===== config.mk =====
export PLATFORM = sky130hd
export DESIGN_NAME = reg_file_wb_scoreboard
export DESIGN_NICKNAME = d
export VERILOG_FILES = /design/src/rtl/reg_file_wb_scoreboard.sv
export SDC_FILE = /design/constraint.sdc
export NUM_CORES = 1
export LEC_CHECK = 0
export CAP_MARGIN = 20
export CORE_MARGIN = 2
export CORE_UTILIZATION = 30
export CTS_BUF_LIST = sky130_fd_sc_hd__clkbuf_4 sky130_fd_sc_hd__clkbuf_8
export CTS_CLUSTER_SIZE = 8
export DETAILED_ROUTE_END_ITERATION = 8
export MAX_ROUTING_LAYER = met4
export PLACE_DENSITY = 0.55
export SETUP_SLACK_MARGIN = 0.15
export SKIP_CTS_REPAIR_TIMING = 1
export SLEW_MARGIN = 20
export SYNTH_ARGS = -nofsm -noshare
export SYNTH_HDL_FRONTEND = slang
export SYNTH_SLANG_ARGS = --single-unit

===== constraint.sdc =====
create_clock -name w_clock -period 7.7 [get_ports w_clock]
set_input_delay 0.77 -clock w_clock [delete_from_list [all_inputs] [get_ports w_clock]]
set_output_delay 0.77 -clock w_clock [all_outputs]
set_load 0.01 [all_outputs]

===== src/rtl/reg_file_wb_scoreboard.sv =====
// reg_file_wb_scoreboard
//   Write-back scoreboard for a register file. Decodes the destination of an
//   issuing instruction and tracks its pending write through a fixed-latency
//   pipeline. Issue is stalled on RAW/WAW hazards against pending writes.
//   Drives the register-file write port and counts completed writes.
//
// Ports
//   w_clock            : clock, rising edge
//   w_reset_n          : asynchronous active-low reset
//   w_issue_valid      : instruction presented for issue
//   w_*_op             : decoded instruction class bits
//   w_rd, w_rt         : candidate destination registers
//   w_rs_query,
//   w_rt_query         : source registers of the issuing instruction
//   w_flush            : kill all in-flight writes not yet at the output
//   w_stall_out        : issue blocked by a hazard this cycle
//   w_wen_out          : register-file write enable (registered)
//   w_waddr_out        : register-file write address (registered)
//   w_busy_out         : per-register pending-write bitmap
//   w_commit_cnt_out   : wrapping count of writes performed
module reg_file_wb_scoreboard #(
  parameter int unsigned ADDR_W   = 5,
  parameter int unsigned LAT      = 3,
  parameter int unsigned LINK_REG = 31
) (
  input  logic                     w_clock,
  input  logic                     w_reset_n,
  input  logic                     w_issue_valid,
  input  logic                     w_alu_op,
  input  logic                     w_imm_op,
  input  logic                     w_jump_op,
  input  logic                     w_reg_jump_op,
  input  logic                     w_link_op,
  input  logic                     w_mem_op,
  input  logic                     w_write_op,
  input  logic [ADDR_W-1:0]        w_rd,
  input  logic [ADDR_W-1:0]        w_rt,
  input  logic [ADDR_W-1:0]        w_rs_query,
  input  logic [ADDR_W-1:0]        w_rt_query,
  input  logic                     w_flush,
  output logic                     w_stall_out,
  output logic                     w_wen_out,
  output logic [ADDR_W-1:0]        w_waddr_out,
  output logic [(1<<ADDR_W)-1:0]   w_busy_out,
  output logic [15:0]              w_commit_cnt_out
);

  localparam int unsigned NREGS = 1 << ADDR_W;
  localparam logic [ADDR_W-1:0] LINK_ADDR = ADDR_W'(LINK_REG);

  logic [ADDR_W-1:0] dest;
  logic              write_needed;
  logic              accept;
  logic              load_valid;
  logic [ADDR_W-1:0] load_addr;
  logic [NREGS-1:0]  busy;

  logic              stage_valid [LAT];
  logic [ADDR_W-1:0] stage_addr  [LAT];
  logic [15:0]       commit_cnt;

  // Destination select, highest priority first.
  always_comb begin
    dest = '0;
    if (w_mem_op)                        dest = w_rt;
    else if (w_alu_op && w_imm_op)       dest = w_rt;
    else if (w_jump_op && w_reg_jump_op) dest = w_rd;
    else if (w_jump_op && w_link_op)     dest = LINK_ADDR;
    else if (w_alu_op)                   dest = w_rd;
  end

  always_comb begin
    write_needed = (w_alu_op
                    | (w_mem_op & ~w_write_op)
                    | (w_jump_op & w_reg_jump_op)
                    | (w_jump_op & w_link_op))
                   & (dest != '0);
  end

  // Destination busy only matters when the instruction actually writes;
  // busy[0] is forced low so queries to r0 never stall.
  always_comb begin
    w_stall_out = w_issue_valid & ~w_flush
                  & (busy[w_rs_query] | busy[w_rt_query]
                     | (write_needed & busy[dest]));
    accept      = w_issue_valid & ~w_stall_out & ~w_flush;
    load_valid  = accept & write_needed;
    load_addr   = load_valid ? dest : '0;
  end

  always_ff @(posedge w_clock or negedge w_reset_n) begin
    if (!w_reset_n) begin
      for (int unsigned i = 0; i < LAT; i++) begin
        stage_valid[i] <= 1'b0;
        stage_addr[i]  <= '0;
      end
    end else if (w_flush) begin
      for (int unsigned i = 0; i < LAT; i++) begin
        stage_valid[i] <= 1'b0;
        stage_addr[i]  <= '0;
      end
    end else begin
      stage_valid[0] <= load_valid;
      stage_addr[0]  <= load_addr;
      for (int unsigned i = 1; i < LAT; i++) begin
        stage_valid[i] <= stage_valid[i-1];
        stage_addr[i]  <= stage_addr[i-1];
      end
    end
  end

  always_comb begin
    busy = '0;
    for (int unsigned i = 0; i < LAT; i++) begin
      if (stage_valid[i]) busy[stage_addr[i]] = 1'b1;
    end
    busy[0] = 1'b0;
  end

  always_ff @(posedge w_clock or negedge w_reset_n) begin
    if (!w_reset_n)     commit_cnt <= '0;
    else if (w_wen_out) commit_cnt <= commit_cnt + 16'd1;
  end

  assign w_wen_out        = stage_valid[LAT-1];
  assign w_waddr_out      = stage_addr[LAT-1];
  assign w_busy_out       = busy;
  assign w_commit_cnt_out = commit_cnt;

endmodule


## Word-level counts from Yosys, hierarchy flattened

Cells that the tools add are included.

- Register bits after elaboration: 34
- Logic and storage cells: 67
- Output and inout port bits: 55
- Bits of input ports: 31

- Bitwise operators: 20
- Add/subtract/negate cells: 1
- Mux-type cells: 23
- $lt $le $gt $ge: 9
- Reductions and logical operators: 7

Operators with widths:

| operator | count |
|---|---|
| 2-to-1 mux 32 bit | 3 |
| bitwise OR 32 bit | 2 |
| less-than comparator 5 x 6 -> 1 bit (second input constant) | 6 |
| 2-to-1 mux 5 bit | 6 |
| adder 16 x 1 -> 16 bit (second input constant) | 1 |
| binary-select mux 1 bit (select 5 bit) | 3 |
| demux 1 bit (select 5 bit) | 3 |
| greater-or-equal comparator 5 x 1 -> 1 bit (second input constant) | 3 |
| 2-to-1 mux 15 bit | 1 |
| AND 1 bit | 10 |
| logical AND 1 bit | 6 |
| 2-to-1 mux 1 bit | 6 |
| bitwise OR 1 bit | 5 |
| nonzero test 5 bit | 1 |
| 2-to-1 mux 3 bit | 1 |
| NOT 1 bit | 3 |

## Depth between registers and ports, before layout

Gate-level depths: netlist of the first run.

- Depth in word-level cells: 20
- Mapped depth: 10
- Depth with buffers taken out: 8

## Worst setup path before layout of the first run

No wires, ideal clock.

- Path type: input to output
- Start: input port w_imm_op
- End: output port w_stall_out
- Required time: 6.930 ns
- Slack: 4.104 ns
- Cell stages on the path: 9
- Arrival time: 2.826 ns
- Cell sequence: a21oi_2 -> o21a_1 -> o2bb2ai_1 -> buf_4 -> mux2_2 -> a22oi_1 -> a211o_1 -> nand4_2 -> a21o_1

- Cells in the longest elaborated chain, start to end: 8
- Elaborated cells on any way between the ends: 10

RTL lines:

| item | RTL line | RTL |
|---|---|---|
| from (decl) | 30 | `input logic w_imm_op,` |
| logical AND 1 bit * | 66 | `else if (w_alu_op && w_imm_op) dest = w_rt;` |
| 2-to-1 mux 5 bit * | 66 |  |
| 2-to-1 mux 5 bit * | 65 | `if (w_mem_op) dest = w_rt;` |
| binary-select mux 1 bit (select 5 bit) or nonzero test 5 bit (tied branches) | 85, 77 |  |
| 2-to-1 mux 1 bit (not written as such) or AND 1 bit (tied branches) | 85, 77 |  |
| AND 1 bit * | 85 | `\| (write_needed & busy[dest]));` |
| bitwise OR 1 bit * | 85 |  |
| AND 1 bit * | 84 | `& (busy[w_rs_query] \| busy[w_rt_query]` |
| to (decl) | 41 | `output logic w_stall_out,` |

Every way passes the cells marked *; elsewhere a longest branch is shown, timed or not. The select of a mux whose other input is x is not followed.

## Final worst setup path of the first run

- Start: input port w_rt_query[1]
- End: output port w_stall_out

- Cells in the longest elaborated chain, start to end: 5

RTL lines:

| item | RTL line | RTL |
|---|---|---|
| from (decl) | 39 | `input logic [ADDR_W-1:0] w_rt_query,` |
| binary-select mux 1 bit (select 5 bit) | 84 |  |
| 2-to-1 mux 1 bit (not written as such) | 84 |  |
| bitwise OR 1 bit | 84 |  |
| bitwise OR 1 bit | 85 |  |
| AND 1 bit | 84 |  |

No other way between the ends. The select of a mux whose other input is x is not followed.

==> results of run 1 <==
[worst max-delay path by stage]
stage / from / endpoint / slack [ns] / depth (start not counted)
3_5_place_dp: w_alu_op / w_stall_out / 2.95 / 9
5_1_grt: w_alu_op / w_stall_out / 2.72 / 9
4_1_cts: w_alu_op / w_stall_out / 2.95 / 9
2_1_floorplan: w_imm_op / w_stall_out / 4.10 / 9
6_report: w_rt_query[1] / w_stall_out / 2.92 / 10
3_3_place_gp: w_alu_op / w_stall_out / 3.01 / 11
[final cells by class]
class,instances,area (µm²)
Antenna cell,1,2.502
Clock buffer,7,83.83
Clock inverter,1,30.03
Fill cell,1189,6863
Inverter,14,52.55
Multi-Input combinational cell,372,2445
Sequential cell,34,850.8
Tap cell,143,178.9
Timing Repair Buffer,87,863.3
[kinds of logic (layout without fill, tap and decap cells)]
logic type                 Yosys count  in the layout  synth area share (%)
AOI/OAI and AO/OA                  112            112                 23.54
other                                1              2                0.1077
muxes                               17             17                 5.929
adders and majority gates            1              1                0.3593
buffers and inverters               41            109                 5.354
and+or+nand+nor                    226            226                 36.51
xor gates and xnor gates            15             15                 3.773
DFF                                 34             34                 24.43
[metrics by stage]
stage / hold slack (ns) / setup slack [ns] / total power, mW
after floorplan: 0.4744 / 4.104 / 0.2670
after global placement: 0.4589 / 3.011 / 0.3207
after detailed placement: 0.4625 / 2.951 / 0.3220
after CTS: 0.4786 / 2.947 / 0.4867
after global routing: 0.5049 / 2.723 / 0.5121
final: 0.4754 / 2.924 / 0.4830
[synthesized netlist by cell type, drive strengths merged (6+ instances only)]
master   n  area, µm²
clkbuf  15      56.30
buf     12      77.57
a22oi   24      180.2
and4b    6      60.06
a211oi   8      60.06
o22ai    6      37.54
o21ai   13      65.06
mux2i    6      60.06
nand2   72      270.3
nor2    31      116.4
dfrtp   34      850.8
nand2b   9      56.30
nand3   17      85.08
mux2     9      101.4
inv     14      52.55
a32oi    6      60.06
and4bb   7      91.34
a21oi   11      58.81
and3     6      37.54
nand4    9      77.57
xnor2   10      87.58
nor2b   25      156.4
nor3    17      110.1
[power breakdown]
group / internal [mW] / total (mW) / switching [mW]
combinational: 0.0538 / 0.116 / 0.0617
sequential: 0.188 / 0.204 / 0.0159
clock: 0.104 / 0.163 / 0.0595
total: 0.346 / 0.483 / 0.137
[registers in the layout, indices dropped and copies added, names as in the netlist]
register and flops:
w_commit_cnt_out 16, w_waddr_out 5, w_wen_out 1, stage_addr 10, stage_valid 2
[critical path: stages]
cell	delay (ns)
clkdlybuf4s50_1	0.89
inv_1	0.22
or3_1	0.44
nand3b_1	0.18
o2111ai_1	0.10
a221oi_1	0.08
a211oi_1	0.49
a31oi_1	0.17
a21o_1	0.20
clkdlybuf4s50_1	0.47
[layer usage]
layer  up-vias  wire [µm]  global-route usage, %
li1       1805          -                      -
met1      1862       5660                  28.41
met2       221       6044                  32.32
met3        34       1282                  5.498
met4         0        494                  9.383
met5         -          0                      -
==> results.md, run 1 <==
* Fmax at about 210 MHz
* Setup TNS at 0 ns
* Initial antenna violation count at 1
* Critical path arrival at 4.01 ns
* Post-Syn Instances at 447
* Worst min-delay path class: register to register
* CTS Buf Count at 5
* PortBufs at 84
* Io pins at 86
* Register bit count reported by yosys at 34
* Hold Fails Final Rpt at 0
* Startpoint types: input pin
* Gr usage total at 21.87%
* Via total after detailed routing at ~3900
* Worst-path maximum fanout at 18
* Placed Instances at between 600 and 700
* Final Skew at 0.004335 ns
* Grt total ovfl at 0
* Max-slew violation count at 0
* Fraction of registers with async set/reset at 100.0%
* Rows at 39
* First-pass DRT Iterations at 5
* Critical Path RT at 6.93 ns
* First-pass GRT wire length at ~21000 µm
* CTS Sinks at 34
* Leakage at roughly 1.8 nW
* Starting Density at a little under a third
* Nets@finish at between 500 and 600
* Crit Path Class: input pin to output pin
* Pwr dens at around 110 nW/µm²
* Worst Tran Pin Value at 0.8789 ns
* R2R cell count at 8
* Final Util at 39.64%
* Min cycle time layout at 4.776 ns
* Reg2reg end: stage_addr[13]
* Critical Path Sink Type: output pin
* Die area at about 12000 µm²
* Routed WL at 13480 µm
* Post-synthesis sequential area ratio at roughly 24%
* Post-synth EDFFs at 0
* Detail Placement HPWL at between 10000 and 15000 µm
* Hold_sp: w_commit_cnt_out[15]
* DRT iter0 DRCs at 393
* RSZ-0062 raised after global routing: false
* Syn Area/Cell at 7.790 µm²
* Vias per inst at between 5 and 6
* Slew headroom at roughly two fifths
* RePlAce Congestion at between 1 and 1.5
* Root buffer cell: clkbuf_8
* Detail Route Antenna Nets at 0
* Drt wl/cell at 20.46 µm
* Max Cap Viol at 0
* Largest net degree at the start of global routing at 35
* Most frequent cells in the layout: 84 x clkdlybuf4s50_1, 72 x nand2_1, 34 x dfrtp_1
* Most common cell after layout, fill and taps aside: clkdlybuf4s50_1
* Cell area after synthesis at approximately 3500 µm²
* # setup viols final at 0
* Clock latency on the worst-skew pair at 0.28 ns
* RR Startpoint: stage_addr[7]
* Maximum clock path buffer count at 2
* Die Y-Extent at 111.7 µm
* # DRC at 0
* Reg-to-reg slack, setup at 4.72 ns
* Placed cell areas at ~4400 µm²
* Status: finished clean
* Die W at 111.7 µm
* Core Area at between 10000 and 15000 µm²
* Syn. warnings at 0
* Most used DFF post-synth: dfrtp_1
* Clock-pin slew on the worst setup and hold paths at 0.06 ns
* Peak VDD IR at 84.91 µV
* Crit share post-route at slightly above 60%
* Vias in the first global route at between 3000 and 4000
* Distinct cells, synth at 62
* Design area at approximately 4500 µm²
* TritonCTS clock tree: done
* H-tree depth at 2
* Hold Crit Endpoint: w_commit_cnt_out[15]
* Post-synth net total at 479
* Hold Path Depth at 1
* Layout cells sized above 1 at under 10%
* Fin cells at roughly 660
* Layout overhead on the synthesized area at 29.43%
Power figures use the tool's default switching activity.
==> inputs of run 2 (changes only) <==
==> constraint.sdc (replaced) <==
create_clock -name w_clock -period 4.8 [get_ports w_clock]
set_input_delay 0.48 -clock w_clock [delete_from_list [all_inputs] [get_ports w_clock]]
set_output_delay 0.48 -clock w_clock [all_outputs]
set_load 0.01 [all_outputs]
==> run 2 against run 1 <==
Against the previous run:
- first-iteration DRC count increased by 25%
- final cell count grew 0.30%
- non-clock buffer count rose by 3
- largest power group unchanged
- die area is the same
- flip-flop and latch count did not move
- clock power grew 33%
==> results.md, run 2 (same netlist as run 1, synthesis figures left out) <==
* Status: finished clean
* Io pins at 86
* CTS Sinks at 34
* Critical Path Sink Type: output pin
* Root buffer cell: clkbuf_8
* Worst Tran Pin Value at 0.7891 ns
* Final Skew at 0.005622 ns
* Critical path arrival at roughly 3.7 ns
* H-tree depth at 2
* Crit share post-route at 87.46%
* Detail Route Antenna Nets at 0
* Critical Path, Cell by Cell: clkdlybuf4s50_1 -> a21oi_2 -> o21a_1 -> o2bb2ai_2 -> mux2_2 -> a22oi_1 -> a211o_1 -> nand4_2 -> a21o_1 -> clkdlybuf4s50_1
* Max Cap Viol at 0
* Min cycle time layout at between 4 and 5 ns
* Via total after detailed routing at 3929
* Capture point of the worst path: w_stall_out
* Detail Placement HPWL at ~11000 µm
* # setup viols final at 0
* Clock-pin slew on the worst setup and hold paths at 0.07 ns
* Most frequent cells in the layout: 84 x clkdlybuf4s50_1, 72 x nand2_1, 34 x dfrtp_1
* Leakage at 1.840 nW
* Layout overhead on the synthesized area at 29.64%
* Setup TNS at 0 ns
* Place WS at 0.5775 ns
* Worst-path maximum fanout at 15
* Hold Fails Final Rpt at 0
* Nets@finish at approximately 550
* TritonCTS clock tree: done
* Reg-to-reg slack, setup at 1.79 ns
* Peak VDD IR at 105.0 µV
* Worst min-delay path class: register to register
* Most common cell after layout, fill and taps aside: clkdlybuf4s50_1
* DRT iter0 DRCs at a little under 500
* Drt wl/cell at 20.29 µm
* Core Area at 11370 µm²
* PortBufs at 84
* Startpoint types: input pin
* Die W at about 110 µm
* # DRC at 0
* Slew headroom at 46.65%
* Hold_ws at 0.4720 ns
* Clock latency on the worst-skew pair at around 0.28 ns
* Routed WL at 13410 µm
* CTS Buf Count at 5
* Pwr dens at 161.9 nW/µm²
* Vias per inst at 5.944
* Initial antenna violation count at 0
* Maximum clock path buffer count at 2
* Largest net degree at the start of global routing at 35
* Critical Path RT at ~4.3 ns
* Die Y-Extent at 111.7 µm
* Largest stage delay, worst path at 0.47 ns
* First-pass GRT wire length at about 21000 µm
* RePlAce Congestion at 0.9904
* Fin cells at 661
* Fmax at 238.2 MHz
* First-pass DRT Iterations at 5
* Gr usage total at 21.83%
* Starting Density at 30.63%
* Crit-path slowest cell: clkdlybuf4s50_1
* Layout cells sized above 1 at 8.301%
* Setup crit start: w_alu_op
* RR Startpoint: stage_addr[9]
* Placed Instances at between 600 and 700
* Vias in the first global route at 3797
* Die area at 12480 µm²
* Power consumption at 0.7307 mW
* Crit Path Class: input pin to output pin
* Most frequent CP cell: clkdlybuf4s50_1
* R2R cell count at 8
* Max reg flops at 16
* Reg2reg end: stage_addr[13]
* Final setup margin at 0.6021 ns
* Grt total ovfl at 0
* Max-slew violation count at 0
* RSZ-0062 raised after global routing: false
* N_diodes at 0
* Rows at 39
run 2: cell types whose count changed in the layout (fill, tap and decap cells not counted), sizes merged:
cell    before  now
bufinv       1    0
clkinv       0    1
buf          3    6
diode        1    0
run 2: worst min-delay path by stage:
stage / from / endpoint / slack [ns] / cells past startpoint
2_1_floorplan: w_reset_n / stage_addr[10] / 0.18 / 0
3_3_place_gp: w_commit_cnt_out[15] / w_commit_cnt_out[15] / 0.46 / 1
3_5_place_dp: w_commit_cnt_out[15] / w_commit_cnt_out[15] / 0.46 / 1
4_1_cts: w_commit_cnt_out[15] / w_commit_cnt_out[15] / 0.47 / 1
5_1_grt: w_commit_cnt_out[15] / w_commit_cnt_out[15] / 0.50 / 1
6_report: w_commit_cnt_out[15] / w_commit_cnt_out[15] / 0.47 / 1
run 2: report_power, final:
group,internal [mW],leakage (nW),switching [mW]
Sequential,0.302,0.469,0.0255
Combinational,0.0874,1.32,0.0988
Clock,0.121,0.0517,0.0959
Total,0.511,1.84,0.220
run 2: layout make-up:
class	instances	area, µm²
clock buffers	7	90.09
well taps	143	178.9
repair buffers	90	885.9
flip-flops and latches	34	850.8
fillers	1194	6855
multi-input cells	372	2451
inverters	14	52.55
clock inverters	1	5.005
run 2: routing by layer:
metal | track usage [%] | up-vias | wire length (µm)
met3 | 4.790 | 41 | 1309
met1 | 28.96 | 1859 | 5635
met4 | 8.477 | 0 | 486
li1 | - | 1812 | -
met2 | 32.48 | 217 | 5980
met5 | - | - | 0
run 2: per-stage QoR:
stage               area [µm²]  utilization [%]
CTS                       4514            39.71
finish                    4514            39.71
global route              4514            39.71
floorplan                 3482                -
global placement          4413            38.81
detailed placement        4419            38.87
run 2: worst max-delay path, delay by kind of cell:
kind            cells  cell delay [ns]
compound gates      6             1.67
buf+inv             2             0.91
mux                 1             0.42
simple gates        1             0.24
==> inputs of run 3 (changes only) <==
--- a/config.mk
+++ b/config.mk
@@ -13,6 +13,7 @@
 export DETAILED_ROUTE_END_ITERATION = 8
 export MAX_ROUTING_LAYER = met4
 export PLACE_DENSITY = 0.55
+export REMOVE_ABC_BUFFERS = 1
 export SETUP_SLACK_MARGIN = 0.15
 export SKIP_CTS_REPAIR_TIMING = 1
 export SLEW_MARGIN = 20
==> run 3 against run 2 <==
Against the previous run:
- clock power increased by 20%
- count of clock-buffer cells in the layout decreased by 2
- final cell count increased by 0.91%
- maximum frequency increased by 0.16%
- power increased by 7.1%
- critical path type unchanged
- critical endpoint unchanged
- largest cell class unchanged
- highest routed layer unchanged
==> results.md, run 3 (same netlist as run 1, synthesis figures left out) <==
* Fmax at roughly 240 MHz
* Hold_ws at 0.4670 ns
* Crit share post-route at 87.32%
* Die W at 111.7 µm
* Layout fillers at 1189
* Io pins at 86
* PortBufs at 84
* Most frequent cells in the layout: 84 x clkdlybuf4s50_1, 72 x nand2_1, 34 x dfrtp_1
* Die Y-Extent at 111.7 µm
* Nets@finish at 555
* Max-slew violation count at 0
* TritonCTS clock tree: done
* Sequential cell area at between 800 and 900 µm²
* Setup TNS at 0 ns
* Drt wl/cell at 20.87 µm
* Detail Placement HPWL at 11260 µm
* Min cycle time layout at 4.191 ns
* Largest net degree at the start of global routing at 35
* Startpoint types: input pin
* Critical Path, Cell by Cell: clkdlybuf4s50_1 -> a21oi_2 -> o21a_1 -> o2bb2ai_1 -> buf_4 -> mux2_2 -> a22oi_1 -> a211o_1 -> nand4_2 -> a21o_1 -> clkdlybuf4s50_1
* Layout cells sized above 1 at 9.160%
* Maximum clock path buffer count at 2
* CTS Buf Count at 5
* CTS Sinks at 34
* Busiest layer in global routing: met2
* Worst-path maximum fanout at 15
* Met1 GRT Util at 30.74%
* # DRC at 0
* RePlAce Congestion at 0.9498
* Worst min-delay path class: register to register
* Status: finished clean
* Met3 Resource Use GR at 3.702%
* Detail Route Antenna Nets at 0
* Placed Instances at 659
* Clock-pin slew on the worst setup and hold paths at about 0.07 ns
* DRT iter0 DRCs at 379
* Vias per inst at 5.919
* Initial antenna violation count at 0
* Gr usage total at 22.70%
* Clock latency on the worst-skew pair at 0.29 ns
* Rows at 39
* Met2 Use GR at 33.82%
* Routed WL at 13920 µm
* H-tree depth at 2
* Peak VDD IR at 108.9 µV
* First-pass GRT wire length at 21670 µm
* N_diodes at 0
* Area occupied by multi-input gates at about 2400 µm²
* Core Area at 11370 µm²
* Most frequent CP cell: clkdlybuf4s50_1
* Critical Path RT at 4.32 ns
* Crit-path slowest cell: clkdlybuf4s50_1
* Worst Tran Pin Value at 0.8488 ns
* Max Cap Viol at 0
* Max reg flops at 16
* Slew headroom at 42.62%
* Critical Path Sink Type: output pin
* Largest stage delay, worst path at between 0.4 and 0.5 ns
* Reg-to-reg slack, setup at ~1.8 ns
* Die area at 12480 µm²
* # setup viols final at 0
* Leakage at 1.866 nW
* Grt total ovfl at 0
* Via total after detailed routing at 3948
* Most common cell after layout, fill and taps aside: clkdlybuf4s50_1
* Fin cells at roughly 670
* Worst path bufs/invs at 3
* First-pass DRT Iterations at 5
* Pwr dens at 171.2 nW/µm²
* Top Family by Delay on Critical Path: compound AO/OA/AOI/OAI gates
* Root buffer cell: clkbuf_8
* Final Skew at about 0.0056 ns
* Vias in the first global route at 3798
* Critical path arrival at roughly 3.7 ns
* Layout overhead on the synthesized area at 31.30%
* Hold Fails Final Rpt at 0
* Power consumption at 0.7826 mW
* Starting Density at a little under a third
* Crit Path Class: input pin to output pin
* RSZ-0062 raised after global routing: false
-- run 3: power by group --
part	switching, mW	leakage [nW]	internal [mW]
logic	0.105	1.35	0.0907
registers	0.0240	0.469	0.302
clock network	0.107	0.0504	0.154
total	0.236	1.87	0.547
-- run 3: worst paths after layout --
| check | cells past startpoint | end | from |
|---|---|---|---|
| worst max-delay path | 11 | w_stall_out | w_alu_op |
| worst min-delay path | 1 | w_commit_cnt_out[15] | w_commit_cnt_out[15] |
| worst max register to register | 8 | stage_addr[12] | w_wen_out |
| worst min register to register | 1 | w_commit_cnt_out[15] | w_commit_cnt_out[15] |
| max in group asynchronous | 2 | w_waddr_out[2] | w_reset_n |
| min in group asynchronous | 2 | w_commit_cnt_out[5] | w_reset_n |
-- run 3: final cells by class --
cell class,count,share of cell area (%)
timing repair buffer,96,20.36
multi-input combinational,372,53.48
tap,143,3.914
sequential,34,18.61
clock buffer,5,1.505
inverter,14,1.149
clock inverter,3,0.9852
-- run 3: metrics by stage --
step | worst slack, ns | utilization [%] | cell area (µm²)
6_report | 0.6087 | 40.21 | 4572
5_1_grt | 0.4318 | 40.21 | 4572
2_1_floorplan | 1.702 | - | 3348
3_3_place_gp | 0.6633 | 39.21 | 4458
3_5_place_dp | 0.6113 | 39.21 | 4458
4_1_cts | 0.6080 | 40.21 | 4572
-- run 3: per-layer routing --
layer  share of wire [%]  wire, µm
met3                 7.6      1055
met5                   0         0
met4                 3.8       533
met2                  45      6274
met1                  43      6054
-- run 3: worst register-to-register path, cell delays in order, from the launching register on --
cell       delay, ns
dfrtp_1         0.54
and4bb_2        0.38
a22oi_1         0.45
a2111oi_0       0.18
or4_1           0.47
nor4_1          0.22
and4bb_2        0.32
nand4_4         0.17
nor3_2          0.17
